<file path="src/rtl/bldc_pkg.sv">
// Shared definitions for the BLDC register master: FSM states, register
// addresses, control-word field offsets and the duty ramp step helper.
package bldc_pkg;

    typedef enum logic [2:0] {
        ST_IDLE,
        ST_WR,
        ST_RD,
        ST_CAP,
        ST_WAIT,
        ST_ABORT_WR
    } state_t;

    localparam logic ADDR_CTRL = 1'b0;
    localparam logic ADDR_STAT = 1'b1;

    localparam int EN_BIT   = 15;
    localparam int DUTY_LSB = 16;
    localparam int VEL_LSB  = 24;

    // Move cur toward tgt by at most stp (0 behaves as 1). Nine-bit
    // intermediates catch overflow/underflow so the result never wraps and
    // the last step lands exactly on the target.
    function automatic logic [7:0] duty_step(input logic [7:0] cur,
                                             input logic [7:0] tgt,
                                             input logic [7:0] stp);
        logic [8:0] s9;
        logic [8:0] sum9;
        logic [8:0] dif9;
        logic [7:0] res;
        s9   = (stp == 8'd0) ? 9'd1 : {1'b0, stp};
        sum9 = {1'b0, cur} + s9;
        dif9 = {1'b0, cur} - s9;
        if (tgt > cur) begin
            res = (sum9 >= {1'b0, tgt}) ? tgt : sum9[7:0];
        end else if (tgt < cur) begin
            res = (dif9[8] || (dif9[7:0] <= tgt)) ? tgt : dif9[7:0];
        end else begin
            res = cur;
        end
        return res;
    endfunction

endpackage

</file>
<file path="src/rtl/bldc_tick_div.sv">
// Interval counter for the ramp WAIT phase: while clr_i is low it counts and
// raises tick_o on the cycle that completes DIV-1 counted cycles.
// DIV below 2 behaves like DIV = 2 (a single WAIT cycle).
module bldc_tick_div #(
    parameter int DIV = 50000
) (
    input  logic clk,
    input  logic rst,
    input  logic clr_i,
    output logic tick_o
);

    localparam int TERM = (DIV > 2) ? DIV - 2 : 0;
    localparam int CW   = (DIV > 2) ? $clog2(DIV) : 1;

    logic [CW-1:0] cnt_q;
    logic [CW-1:0] cnt_d;

    assign tick_o = !clr_i && (cnt_q == CW'(TERM));

    // Next count: restart on clear or on the terminal count, else advance.
    always_comb begin
        cnt_d = cnt_q;
        if (clr_i || tick_o) begin
            cnt_d = '0;
        end else begin
            cnt_d = cnt_q + CW'(1);
        end
    end

    // Counter register.
    always_ff @(posedge clk or negedge rst) begin
        if (!rst) begin
            cnt_q <= '0;
        end else begin
            cnt_q <= cnt_d;
        end
    end

endmodule

</file>
<file path="src/rtl/bldc_reg_master.sv">
// BLDC register master: ramps the motor duty toward a target by writing the
// control register once per update interval, reading back status after each
// write. A stop pulse writes a disable word and returns to idle.
module bldc_reg_master
    import bldc_pkg::*;
#(
    parameter int UPDATE_DIV = 50000,
    parameter int DATA_W     = 32
) (
    input  logic              clk,
    input  logic              rst,
    input  logic              start,
    input  logic              stop,
    input  logic [7:0]        target_duty,
    input  logic [7:0]        target_vel,
    input  logic [7:0]        step,
    output logic              write,
    output logic              read,
    output logic              addr,
    output logic [DATA_W-1:0] data_in,
    input  logic [DATA_W-1:0] data_out,
    output logic [7:0]        cur_duty,
    output logic [DATA_W-1:0] status,
    output logic              status_valid,
    output logic              busy,
    output logic              done
);

    state_t            state_q, state_d;
    logic [7:0]        tgt_q, step_q, vel_q;
    logic [7:0]        cur_duty_q, nxt_duty;
    logic              write_q, read_q, addr_q;
    logic [DATA_W-1:0] data_in_q, status_q;
    logic              status_valid_q, done_q, busy_q;
    logic              latch_targets, done_d, tick;
    logic [7:0]        wr_vel;

    function automatic logic [DATA_W-1:0] ctrl_word(input logic [7:0] vel,
                                                    input logic [7:0] duty,
                                                    input logic       en);
        logic [DATA_W-1:0] w;
        w                   = '0;
        w[VEL_LSB +: 8]     = vel;
        w[DUTY_LSB +: 8]    = duty;
        w[EN_BIT]           = en;
        return w;
    endfunction

    bldc_tick_div #(.DIV(UPDATE_DIV)) u_tick (
        .clk    (clk),
        .rst    (rst),
        .clr_i  (state_q != ST_WAIT),
        .tick_o (tick)
    );

    // Next-state and next-duty decode; stop overrides every other transition.
    always_comb begin
        state_d       = state_q;
        nxt_duty      = cur_duty_q;
        latch_targets = 1'b0;
        case (state_q)
            ST_IDLE: begin
                if (start) begin
                    state_d       = ST_WR;
                    latch_targets = 1'b1;
                    nxt_duty      = duty_step(cur_duty_q, target_duty, step);
                end
            end
            ST_WR:       state_d = ST_RD;
            ST_RD:       state_d = ST_CAP;
            ST_CAP:      state_d = (cur_duty_q == tgt_q) ? ST_IDLE : ST_WAIT;
            ST_WAIT: begin
                if (tick) begin
                    state_d  = ST_WR;
                    nxt_duty = duty_step(cur_duty_q, tgt_q, step_q);
                end
            end
            ST_ABORT_WR: state_d = ST_IDLE;
            default:     state_d = ST_IDLE;
        endcase
        if (stop) begin
            state_d       = ST_ABORT_WR;
            latch_targets = 1'b0;
        end
    end

    assign done_d = (state_q == ST_CAP) && (state_d == ST_IDLE);
    // The first write of a ramp carries the velocity being latched that edge.
    assign wr_vel = latch_targets ? target_vel : vel_q;

    // State register.
    always_ff @(posedge clk or negedge rst) begin
        if (!rst) begin
            state_q <= ST_IDLE;
        end else begin
            state_q <= state_d;
        end
    end

    // Registered bus strobes, data, duty and status, all keyed on the state
    // being entered so every output is glitch-free and aligned with its state.
    always_ff @(posedge clk or negedge rst) begin
        if (!rst) begin
            tgt_q          <= '0;
            step_q         <= '0;
            vel_q          <= '0;
            write_q        <= 1'b0;
            read_q         <= 1'b0;
            addr_q         <= ADDR_CTRL;
            data_in_q      <= '0;
            cur_duty_q     <= '0;
            status_q       <= '0;
            status_valid_q <= 1'b0;
            done_q         <= 1'b0;
            busy_q         <= 1'b0;
        end else begin
            if (latch_targets) begin
                tgt_q  <= target_duty;
                step_q <= step;
                vel_q  <= target_vel;
            end
            write_q <= (state_d == ST_WR) || (state_d == ST_ABORT_WR);
            read_q  <= (state_d == ST_RD);
            addr_q  <= (state_d == ST_RD) ? ADDR_STAT : ADDR_CTRL;
            if (state_d == ST_WR) begin
                cur_duty_q <= nxt_duty;
                data_in_q  <= ctrl_word(wr_vel, nxt_duty, 1'b1);
            end else if (state_d == ST_ABORT_WR) begin
                cur_duty_q <= 8'd0;
                data_in_q  <= ctrl_word(vel_q, 8'd0, 1'b0);
            end
            status_valid_q <= (state_q == ST_CAP);
            if (state_q == ST_CAP) begin
                status_q <= data_out;
            end
            done_q <= done_d;
            busy_q <= (state_d != ST_IDLE);
        end
    end

    assign write        = write_q;
    assign read         = read_q;
    assign addr         = addr_q;
    assign data_in      = data_in_q;
    assign cur_duty     = cur_duty_q;
    assign status       = status_q;
    assign status_valid = status_valid_q;
    assign done         = done_q;
    assign busy         = busy_q;

endmodule
</file>
<file path="config.mk">
export PLATFORM = sky130hd
export DESIGN_NAME = bldc_reg_master
export DESIGN_NICKNAME = d
export VERILOG_FILES = /design/src/rtl/bldc_pkg.sv /design/src/rtl/bldc_tick_div.sv /design/src/rtl/bldc_reg_master.sv
export SDC_FILE = /design/constraint.sdc
export NUM_CORES = 1
export LEC_CHECK = 0
export BUFFER_PORTS_ARGS = -buffer_cell sky130_fd_sc_hd__buf_2
export CORE_MARGIN = 3
export CORE_UTILIZATION = 61
export CTS_CLUSTER_SIZE = 14
export DETAILED_ROUTE_END_ITERATION = 8
export GPL_TIMING_DRIVEN = 1
export PLACE_DENSITY = 0.87
export SYNTH_ARGS = -nofsm -noshare
export SYNTH_HDL_FRONTEND = slang
export SYNTH_HIERARCHICAL = 1
export SYNTH_SLANG_ARGS = --single-unit
export TNS_END_PERCENT = 5
</file>
<file path="constraint.sdc">
create_clock -name clk -period 6.03 [get_ports clk]
set_input_delay 0.3015 -clock clk [delete_from_list [all_inputs] [get_ports clk]]
set_output_delay 0.3015 -clock clk [all_outputs]
set_load 0.01 [all_outputs]
</file>
==> impl_metrics.yaml, run 1 <==
routing:
  route.vias.total: 6662
  drcViolationCount: 0
  post_drt_via_cell_ratio: 6.03
  antenna_left: 0
  drtPass1Iterations: 7
  routed_wl_mm: 19.5
  drtIter0Drc: 599
  post_drt_wl_per_cell_um: 17.7
critical_path:
  endpoint_kind: "register"
  r2r-start: "cur_duty[0]$_DFFE_PN0P_"
  cp_top_family: "compound AO/OA/AOI/OAI gates"
  crit_slowest_cell: "dfrtp_1"
  r2r-end: "cur_duty[3]$_DFFE_PN0P_"
  required_ps: 6250
  max_stage_delay_ps: 570
  crit_fanout: 9
  cp_cell_sequence: "ha_1, fa_1, nor2b_1, o311ai_1, a21oi_1, o21a_1, or2_2, ha_1, a21oi_1, o221ai_1, a21oi_1, and2_1, mux2_1, a221oi_1, a31oi_1"
  path_class: "register to register"
  rr_worst_depth: 15
  crit_top_cell: "a21oi_1"
  worst-path-buf-inv: 0
  critPathArrivalTime_ps: 4690
  critPathLaunchType: "register"
  rrSetupSlack_ps: 1570
yosys:
  synth.yosys.seq_area_share: 0.332
  synth_compound_area_frac: 0.154
  yosysMostFrequentCell: "nand2_1"
  synth-adder-area-share: 0.151
  post-synth-top-area-cell: "dfrtp_1"
  ys.warnings.count: 6
  synthDominantCellAreaShare: 0.332
  synthesis.area_mm2: 0.00731
  yosys-top-cells-count: "196 x nand2_1, 97 x dfrtp_1, 82 x ha_1, 58 x inv_1, 50 x nor2_1"
  synthMuxAreaShare: 0.0291
  ys_ff_latch: 97
  synth_edf_count: 0
  ys_types: 74
  synth_xor_area_frac: 0.0408
  synthCells: 860
  avgSynthCellArea_um2: 8.50
  synth-simple-area-share: 0.217
  synthFlopType: "dfrtp_1"
  synth_top_family_by_area: "simple AND/OR/NAND/NOR gates"
  netlist_top_cells_area: "dfrtp_1 33%, ha_1 14%, nand2_1 10%"
  ys_async_sr_fraction: 1.00
clocking:
  cts_root_buf: "clkbuf_16"
  cts_buffers: 9
  clkSinkCount: 97
  h-tree-depth: 3
  cts_resized: 0
  clock_path_buffers: 2
  clk_pin_slew_ps: 80
  cts_tree: "yes"
  clock_latency_ps: 350
timing:
  fmax_mhz: 224
  period_needed_ps: 4460
  rsz0062_at_grt: "no"
  fin_setup_tns_ps: 0
  worst_slack_ps: 1570
  final_hold_viol_count: 0
  maxSlewViolCount: 0
  worstMarginPinSlew_ps: 981
  skew_ps: 7.98
  finalCritPeriodShare: 0.740
  maxSlewHeadroom: 0.346
  setup_viol: 0
floorplanning:
  core.rowCount: 39
  core_area_mm2: 0.0116
  die_h_um: 115
  ios: 138
  die_w_um: 115
  dieArea_mm2: 0.0133
  initial_core_util: 0.632
worst_hold_path:
  hold_depth: 3
  worstHoldStart: "data_out[26]"
  whs_endpoint: "status[26]$_DFFE_PN0P_"
  hold_path.class: "input port to register"
placed_design:
  hpwl_mm: 14.7
  place_ws_ps: 1540
  place.gp.congestion: 1.05
  port_buffers: 122
run_status:
  outcome: "completed"
global_route:
  grt_pass1_vias: 6386
  antenna_found_initial: 0
  grt_first_pass_wirelength_mm: 31.5
  grt_max_degree: 78
  grt_overflow_total: 0
  grt_usage: 0.298
cells_and_area:
  antennaDiodeCount: 0
  final_layout_size_suffix_gt1_frac: 0.177
  nets: 1103
  fin_util: 0.707
  syn_to_final_growth_pct: 12.0
  fillCellCount: 865
power_and_ir_drop:
  power.leakage_nw: 4.21
  peakVddDrop_mv: 0.274
  powerDensity_mw_per_mm2: 334
job:
  drv_cap: 0
-- worst max-delay path by stage --
stage / start / endpoint / slack [ps] / depth (start not counted)
6_report: cur_duty[0]$_DFFE_PN0P_ / cur_duty[3]$_DFFE_PN0P_ / 1570 / 15
2_1_floorplan: step[5] / cur_duty[3]$_DFFE_PN0P_ / 2060 / 18
3_5_place_dp: step[1] / cur_duty[3]$_DFFE_PN0P_ / 1540 / 18
4_1_cts: cur_duty[0]$_DFFE_PN0P_ / cur_duty[3]$_DFFE_PN0P_ / 1630 / 15
3_3_place_gp: step[1] / cur_duty[3]$_DFFE_PN0P_ / 1630 / 18
5_1_grt: cur_duty[0]$_DFFE_PN0P_ / data_in[23]$_DFFE_PN0P_ / 1250 / 15
-- stage by stage --
| stage | power, mW | area [um^2] | instances | hold WS, ps |
|---|---|---|---|---|
| final | 2.73 | 8180 | 1105 | 137 |
| after global routing | 2.92 | 8180 | 1105 | 130 |
| after CTS | 2.72 | 8180 | 1105 | 131 |
| after detailed placement | 2.10 | 7850 | 1088 | 194 |
| after global placement | 2.06 | 7850 | 1088 | 191 |
| after floorplan | 1.76 | 7360 | 874 | 5.91 |
-- flip-flops by register name, indices dropped and copies added, names as in the netlist --
register	count
addr	1
busy	1
cur_duty	7
data_in	10
done	1
state_q	3
status	32
status_valid	1
step_q	8
tgt_q	8
u_tick/cnt_q	16
vel_q	8
write	1
-- kinds of logic after synthesis --
family,count (synthesis)
xor gates and xnor gates,34
adders and majority gates,86
buffers and inverters,113
other,1
and+or+nand+nor,352
AOI/OAI and AO/OA,157
muxes,20
DFF,97
-- tightest hold or removal path, cell delays in order --
cell     delay, ps
buf_2           70
nand2_1         40
nand2_1         40
-- where the power goes --
part           internal, mW  switching [mW]  total, mW  leakage, nW
clock                 0.335           0.271      0.606        0.154
combinational         0.494           0.708       1.20         2.83
sequential            0.800           0.122      0.922         1.22
-- what timing repair did --
action                                 in CTS  in global routing
buffers inserted                            0                  0
endpoints found under the hold margin      20                  0
hold buffers                                1                  0
-- layer usage --
metal | track usage | wire length, um | vias up
met1 | 0.404 | 7900 | 3120
met4 | 0.113 | 606 | 0
met5 | 0 | 0 | -
met3 | 0.0606 | 1950 | 62
met2 | 0.476 | 9050 | 356
li1 | - | - | 3124
-- cells in the final DEF, fill, tap and decap left out, drive strengths merged, types with 14 or more instances in the layout --
cell   instances
nand2        196
buf          126
dfrtp         97
ha            82
inv           61
nor2          51
a21oi         38
o21ai         36
xnor2         26
nand3         18
nor2b         15
nor3          15
conb          15
nand4         14
-- final cells by class --
class | count | area (um^2) | area share
well taps | 143 | 179 | 0.0219
clock buffers | 9 | 225 | 0.0275
repair buffers | 127 | 653 | 0.0798
multi-input cells | 664 | 4380 | 0.536
clock inverters | 7 | 96.3 | 0.0118
inverters | 58 | 218 | 0.0266
flip-flops and latches | 97 | 2430 | 0.297
No activity file was read; power rests on OpenSTA's default activity.
==> run 2: changes to the inputs <==
--- a/config.mk
+++ b/config.mk
@@ -5,13 +5,14 @@
 export SDC_FILE = /design/constraint.sdc
 export NUM_CORES = 1
 export LEC_CHECK = 0
+export ABC_AREA = 1
 export BUFFER_PORTS_ARGS = -buffer_cell sky130_fd_sc_hd__buf_2
 export CORE_MARGIN = 3
-export CORE_UTILIZATION = 61
+export CORE_UTILIZATION = 52
 export CTS_CLUSTER_SIZE = 14
 export DETAILED_ROUTE_END_ITERATION = 8
 export GPL_TIMING_DRIVEN = 1
-export PLACE_DENSITY = 0.87
+export PLACE_DENSITY = 0.78
 export SYNTH_ARGS = -nofsm -noshare
 export SYNTH_HDL_FRONTEND = slang
 export SYNTH_HIERARCHICAL = 1
==> constraint.sdc (replaced) <==
create_clock -name clk -period 3.7 [get_ports clk]
set_input_delay 0.185 -clock clk [delete_from_list [all_inputs] [get_ports clk]]
set_output_delay 0.185 -clock clk [all_outputs]
set_load 0.01 [all_outputs]
==> run 2 against run 1 <==
- the flow now finishes with violations (negative hold slack)
- die area increased by 29%
- clock power increased by 49%
- utilization decreased by 9.0 points
- fmax increased by 25%
- synthesized cell count increased by 35%
- cell area increased by 15%
==> impl_metrics.yaml, run 2 <==
run_status:
  outcome: "complete, but fails checks"
  violations: "negative hold slack"
worst_hold_path:
  hold_path.class: "input port to asynchronous set/reset pin"
yosys:
  avgSynthCellArea_um2: 7.04
  synth_edf_count: 0
  ys_types: 50
  yosysMostFrequentCell: "nand2_1"
  synth_compound_area_frac: 0.0796
  ys.warnings.count: 6
  synth-simple-area-share: 0.353
  ys_ff_latch: 97
  synthFlopType: "dfrtp_1"
  netlist_top_cells_area: "dfrtp_1 30%, nand2_1 20%, ha_1 13%"
  synth-adder-area-share: 0.136
  synthesis.area_mm2: 0.00816
  synthCells: 1159
  synth_xor_area_frac: 0.0225
  ys_async_sr_fraction: 1.00
  synthMuxAreaShare: 0
  synth_top_family_by_area: "simple AND/OR/NAND/NOR gates"
  yosys-top-cells-count: "428 x nand2_1, 125 x inv_1, 97 x dfrtp_1, 82 x ha_1, 69 x nor2_1"
  synth.yosys.seq_area_share: 0.298
  synthDominantCellAreaShare: 0.298
  post-synth-top-area-cell: "dfrtp_1"
power_and_ir_drop:
  peakVddDrop_mv: 0.338
  powerDensity_mw_per_mm2: 489
  power_mw: 4.60
  power.leakage_nw: 5.20
cells_and_area:
  syn_to_final_growth_pct: 15.4
  largest_reg_flops: 32
  nets: 1429
  antennaDiodeCount: 0
  fillCellCount: 1377
  final_layout_size_suffix_gt1_frac: 0.215
  fin_util: 0.617
  final_common_cell: "nand2_1"
  layout_common_cells: "420 x nand2_1, 121 x buf_2, 120 x inv_1, 96 x dfrtp_1, 79 x ha_1"
floorplanning:
  initial_core_util: 0.535
  die_h_um: 131
  core.rowCount: 45
  ios: 138
  dieArea_mm2: 0.0172
  die_w_um: 131
  core_area_mm2: 0.0153
timing:
  skew_ps: 11.9
  period_needed_ps: 3570
  fin_setup_tns_ps: 0
  whs_ps: -25.8
  finalCritPeriodShare: 0.964
  worstMarginPinSlew_ps: 957
  final_hold_viol_count: 27
  setup_viol: 0
  fmax_mhz: 280
  maxSlewHeadroom: 0.362
  maxSlewViolCount: 0
routing:
  drcViolationCount: 0
  antenna_left: 0
  route.vias.total: 7894
  post_drt_via_cell_ratio: 5.27
  post_drt_wl_per_cell_um: 14.9
  drtPass1Iterations: 6
  routed_wl_mm: 22.3
  drtIter0Drc: 789
global_route:
  grt_overflow_total: 0
  grt_first_pass_wirelength_mm: 35.6
  grt_max_degree: 77
  grt_usage: 0.250
  antenna_found_initial: 0
  grt_pass1_vias: 7323
placed_design:
  port_buffers: 122
  hpwl_mm: 17.0
  place.gp.congestion: 0.943
clocking:
  cts_buffers: 9
  h-tree-depth: 3
  clk_pin_slew_ps: 70
  cts_root_buf: "clkbuf_16"
  cts_tree: "yes"
  clkSinkCount: 97
  clock_path_buffers: 2
  clock_latency_ps: 350
job:
  drv_cap: 0
critical_path:
  critPathLaunchType: "register"
  path_class: "register to register"
  critPathArrivalTime_ps: 3800
  crit_fanout: 6
  max_stage_delay_ps: 390
  required_ps: 3940
  crit_slowest_cell: "dfrtp_1"
  crit_top_cell: "nand2_1"
  endpoint_kind: "register"
run 2: final cells by class:
| cell class | instances | area [um^2] | area share |
|---|---|---|---|
| Timing Repair Buffer | 149 | 827 | 0.0878 |
| Multi-Input combinational cell | 883 | 5060 | 0.538 |
| Tap cell | 211 | 264 | 0.0280 |
| Inverter | 143 | 549 | 0.0583 |
| Sequential cell | 97 | 2430 | 0.258 |
| Clock inverter | 7 | 60.1 | 0.00638 |
| Clock buffer | 9 | 225 | 0.0239 |
run 2: critical path: cells and delay by family, from the launching register on:
family / cells / cell delay, ps
flops: 1 / 390
fa+ha+maj: 3 / 630
xor+xnor: 1 / 180
buf+inv: 6 / 690
simple gates: 13 / 1040
compound gates: 3 / 510
run 2: cell families (layout without fill, tap and decap cells):
kind of cell    after synthesis  in the layout
flops                        97             97
fa+ha+maj                    86             86
buf+inv                     195            308
simple gates                655            657
xor+xnor                     21             21
compound gates              104            104
other cells                   1             15
run 2: layer usage:
layer	vias to the layer above	part of all wire	global-route usage
li1	3889	-	-
met1	3604	0.45	0.350
met2	353	0.44	0.390
met3	48	0.088	0.0567
met4	0	0.023	0.0729
met5	-	0	0
run 2: path summary, 6_finish.rpt:
kind                                  startpoint                       to  slack (ps)  cells after the start
min reg2reg                status[5]$_DFFE_PN0P_    status[5]$_DFFE_PN0P_         470                      2
max in group asynchronous                    rst    step_q[2]$_DFFE_PN0P_        2870                      2
max                        step_q[3]$_DFFE_PN0P_  cur_duty[1]$_DFFE_PN0P_         130                     26
min in group clk                    data_out[12]   status[12]$_DFFE_PN0P_          30                      3
max reg2reg                step_q[3]$_DFFE_PN0P_  cur_duty[1]$_DFFE_PN0P_         130                     26
min                                          rst     tgt_q[1]$_DFFE_PN0P_         -30                      1
run 2: report_power, final:
part | internal (mW) | switching (mW) | total (mW)
Sequential | 1.31 | 0.161 | 1.47
Clock | 0.468 | 0.437 | 0.904
Combinational | 0.830 | 1.40 | 2.23
Total | 2.60 | 2.00 | 4.60
run 2: per-stage QoR:
| stage | worst slack, ps | area [um^2] | std cells |
|---|---|---|---|
| floorplan | 506 | 8210 | 1173 |
| global placement | 116 | 8850 | 1470 |
| detailed placement | 19.0 | 8850 | 1470 |
| CTS | 73.4 | 9140 | 1486 |
| global route | -147 | 9420 | 1499 |
| finish | 135 | 9420 | 1499 |
run 2: what timing repair did:
| item | CTS | global route |
|---|---|---|
| buffers inserted | 0 | 11 |
| resized for setup | 0 | 40 |
| endpoints found under the setup margin | 0 | 8 |
| hold buffers | 0 | 0 |
==> run 3: changes to the inputs <==
--- a/config.mk
+++ b/config.mk
@@ -12,7 +12,7 @@
 export CTS_CLUSTER_SIZE = 14
 export DETAILED_ROUTE_END_ITERATION = 8
 export GPL_TIMING_DRIVEN = 1
-export PLACE_DENSITY = 0.78
+export PLACE_DENSITY = 0.8
 export SYNTH_ARGS = -nofsm -noshare
 export SYNTH_HDL_FRONTEND = slang
 export SYNTH_HIERARCHICAL = 1
==> run 3 against run 2 <==
- flip-flop and latch count did not move
- clock skew fell by 3.0 ps
- critical path depth down 1
- the run still ends with negative hold slack left
- first-iteration DRC count shrank 15%
- sequential power barely moved
- largest cell class unchanged
- register-to-register slack lost 30 ps
- cell area is 0.86% higher
- non-clock buffer count rose by 10
- die area stayed put
- via count is 0.53% lower
- highest routed layer unchanged
==> impl_metrics.yaml, run 3 (same netlist as run 2, synthesis figures left out) <==
critical_path:
  required_ps: 4000
  endpoint_kind: "register"
  crit_fanout: 6
  critPathArrivalTime_ps: 3900
  critPathLaunchType: "register"
  path_class: "register to register"
timing:
  worstMarginPinSlew_ps: 981
  finalCritPeriodShare: 0.972
  skew_ps: 8.89
  maxSlewViolCount: 0
  rsz0062_at_grt: "yes"
  period_needed_ps: 3600
  setup_viol: 0
  final_hold_viol_count: 11
  worst_slack_ps: 103
  maxSlewHeadroom: 0.346
  fmax_mhz: 278
  whs_ps: -6.48
  fin_setup_tns_ps: 0
run_status:
  outcome: "complete, but fails checks"
  violations: "negative hold slack"
cells_and_area:
  layout_common_cells: "418 x nand2_1, 121 x buf_2, 117 x inv_1, 96 x dfrtp_1, 78 x ha_1"
  fillCellCount: 1388
  nets: 1438
  seqCellArea_mm2: 0.00243
  final_common_cell: "nand2_1"
  antennaDiodeCount: 0
  largest_reg_flops: 32
  multi_input_comb_area_mm2: 0.00507
  fin_area_mm2: 0.00950
  fin_util: 0.622
  final_layout_size_suffix_gt1_frac: 0.226
  syn_to_final_growth_pct: 16.4
global_route:
  grt_overflow_total: 0
  grt_pass1_vias: 7148
  antenna_found_initial: 0
  grt_first_pass_wirelength_mm: 35.7
  grt_usage: 0.252
  grt_max_degree: 76
placed_design:
  place.gp.congestion: 0.960
  port_buffers: 122
  place_ws_ps: -90.0
  hpwl_mm: 17.3
  dpl_cell_area_mm2: 0.00884
clocking:
  clock_latency_ps: 360
  clkSinkCount: 97
  cts_buffers: 9
  cts_root_buf: "clkbuf_16"
  clk_pin_slew_ps: 80
  h-tree-depth: 3
  clock_path_buffers: 2
  cts_tree: "yes"
power_and_ir_drop:
  power.leakage_nw: 5.25
  peakVddDrop_mv: 0.406
  powerDensity_mw_per_mm2: 493
floorplanning:
  core_area_mm2: 0.0153
  initial_core_util: 0.535
  die_w_um: 131
  ios: 138
  die_h_um: 131
  core.rowCount: 45
  dieArea_mm2: 0.0172
routing:
  top_layer_used: "met4"
  wl_met2_mm: 10.1
  met3WireLength_mm: 1.90
  drtPass1Iterations: 5
  drtIter0Drc: 674
  routed_wl_mm: 22.6
  antenna_left: 0
  drcViolationCount: 0
  post_drt_wl_per_cell_um: 15.0
  post_drt_via_cell_ratio: 5.21
  route.vias.total: 7852
  wl_met1_mm: 10.1
worst_hold_path:
  hold_path.class: "input port to asynchronous set/reset pin"
job:
  drv_cap: 0
## run 3: final timing paths
kind                       depth (start not counted)                   from  slack [ps]                 endpoint
max                                               25  step_q[1]$_DFFE_PN0P_         100  cur_duty[4]$_DFFE_PN0P_
min                                                1                    rst          -6     tgt_q[7]$_DFFE_PN0P_
max reg2reg                                       25  step_q[1]$_DFFE_PN0P_         100  cur_duty[4]$_DFFE_PN0P_
min reg2reg                                        2  status[2]$_DFFE_PN0P_         470    status[2]$_DFFE_PN0P_
max in group asynchronous                          2                    rst        2830     state_q[0]$_DFF_PN0_
min in group clk                                   3           data_out[27]          20   status[27]$_DFFE_PN0P_
## run 3: cell type report
cell class / count / area share
tap: 211 / 0.0278
clock buffer: 9 / 0.0237
timing repair buffer: 159 / 0.0942
sequential: 97 / 0.256
inverter: 143 / 0.0578
multi-input combinational: 882 / 0.533
clock inverter: 7 / 0.00725
## run 3: through the flow
stage                     total power [mW]  std cells
after global placement                3.46       1469
final                                 4.69       1508
after CTS                             4.46       1485
after detailed placement              3.51       1469
after floorplan                       2.91       1173
after global routing                  5.03       1508
## run 3: repair_timing
item                       4_1_cts  5_1_grt
gates resized for setup          3       41
pin swaps                        0       26
cloned                           0        1
buffers inserted                 0       22
hold buffers                     0        0
setup endpoints to repair        8        8
## run 3: routing by layer
metal  up-vias  GRT usage
li1       3896          -
met1      3563      0.357
met2       349      0.391
met3        44     0.0463
met4         0     0.0817
met5         -          0
## run 3: power breakdown
group	total (mW)	leakage (nW)	internal, mW	switching (mW)
registers	1.47	1.21	1.31	0.165
clock network	0.939	0.146	0.477	0.462
logic	2.28	3.89	0.868	1.41
## run 3: worst max-delay path, cell delays in order, from the launching register on
cell,delay (ps)
dfrtp_1,390
inv_2,70
nand4_1,110
o41ai_2,360
buf_4,210
ha_4,150
fa_2,200
inv_1,70
nand3_2,90
nand3_1,90
nand2_1,100
nand2_2,110
ha_4,290
nand2_2,50
nor2_2,100
nand4_1,220
buf_4,230
nand3_4,100
a21oi_1,80
o21ai_0,80
nand2_1,80
nand2_1,90
nand2_1,80
nand3_1,70
nand2_1,60
nand2_1,60
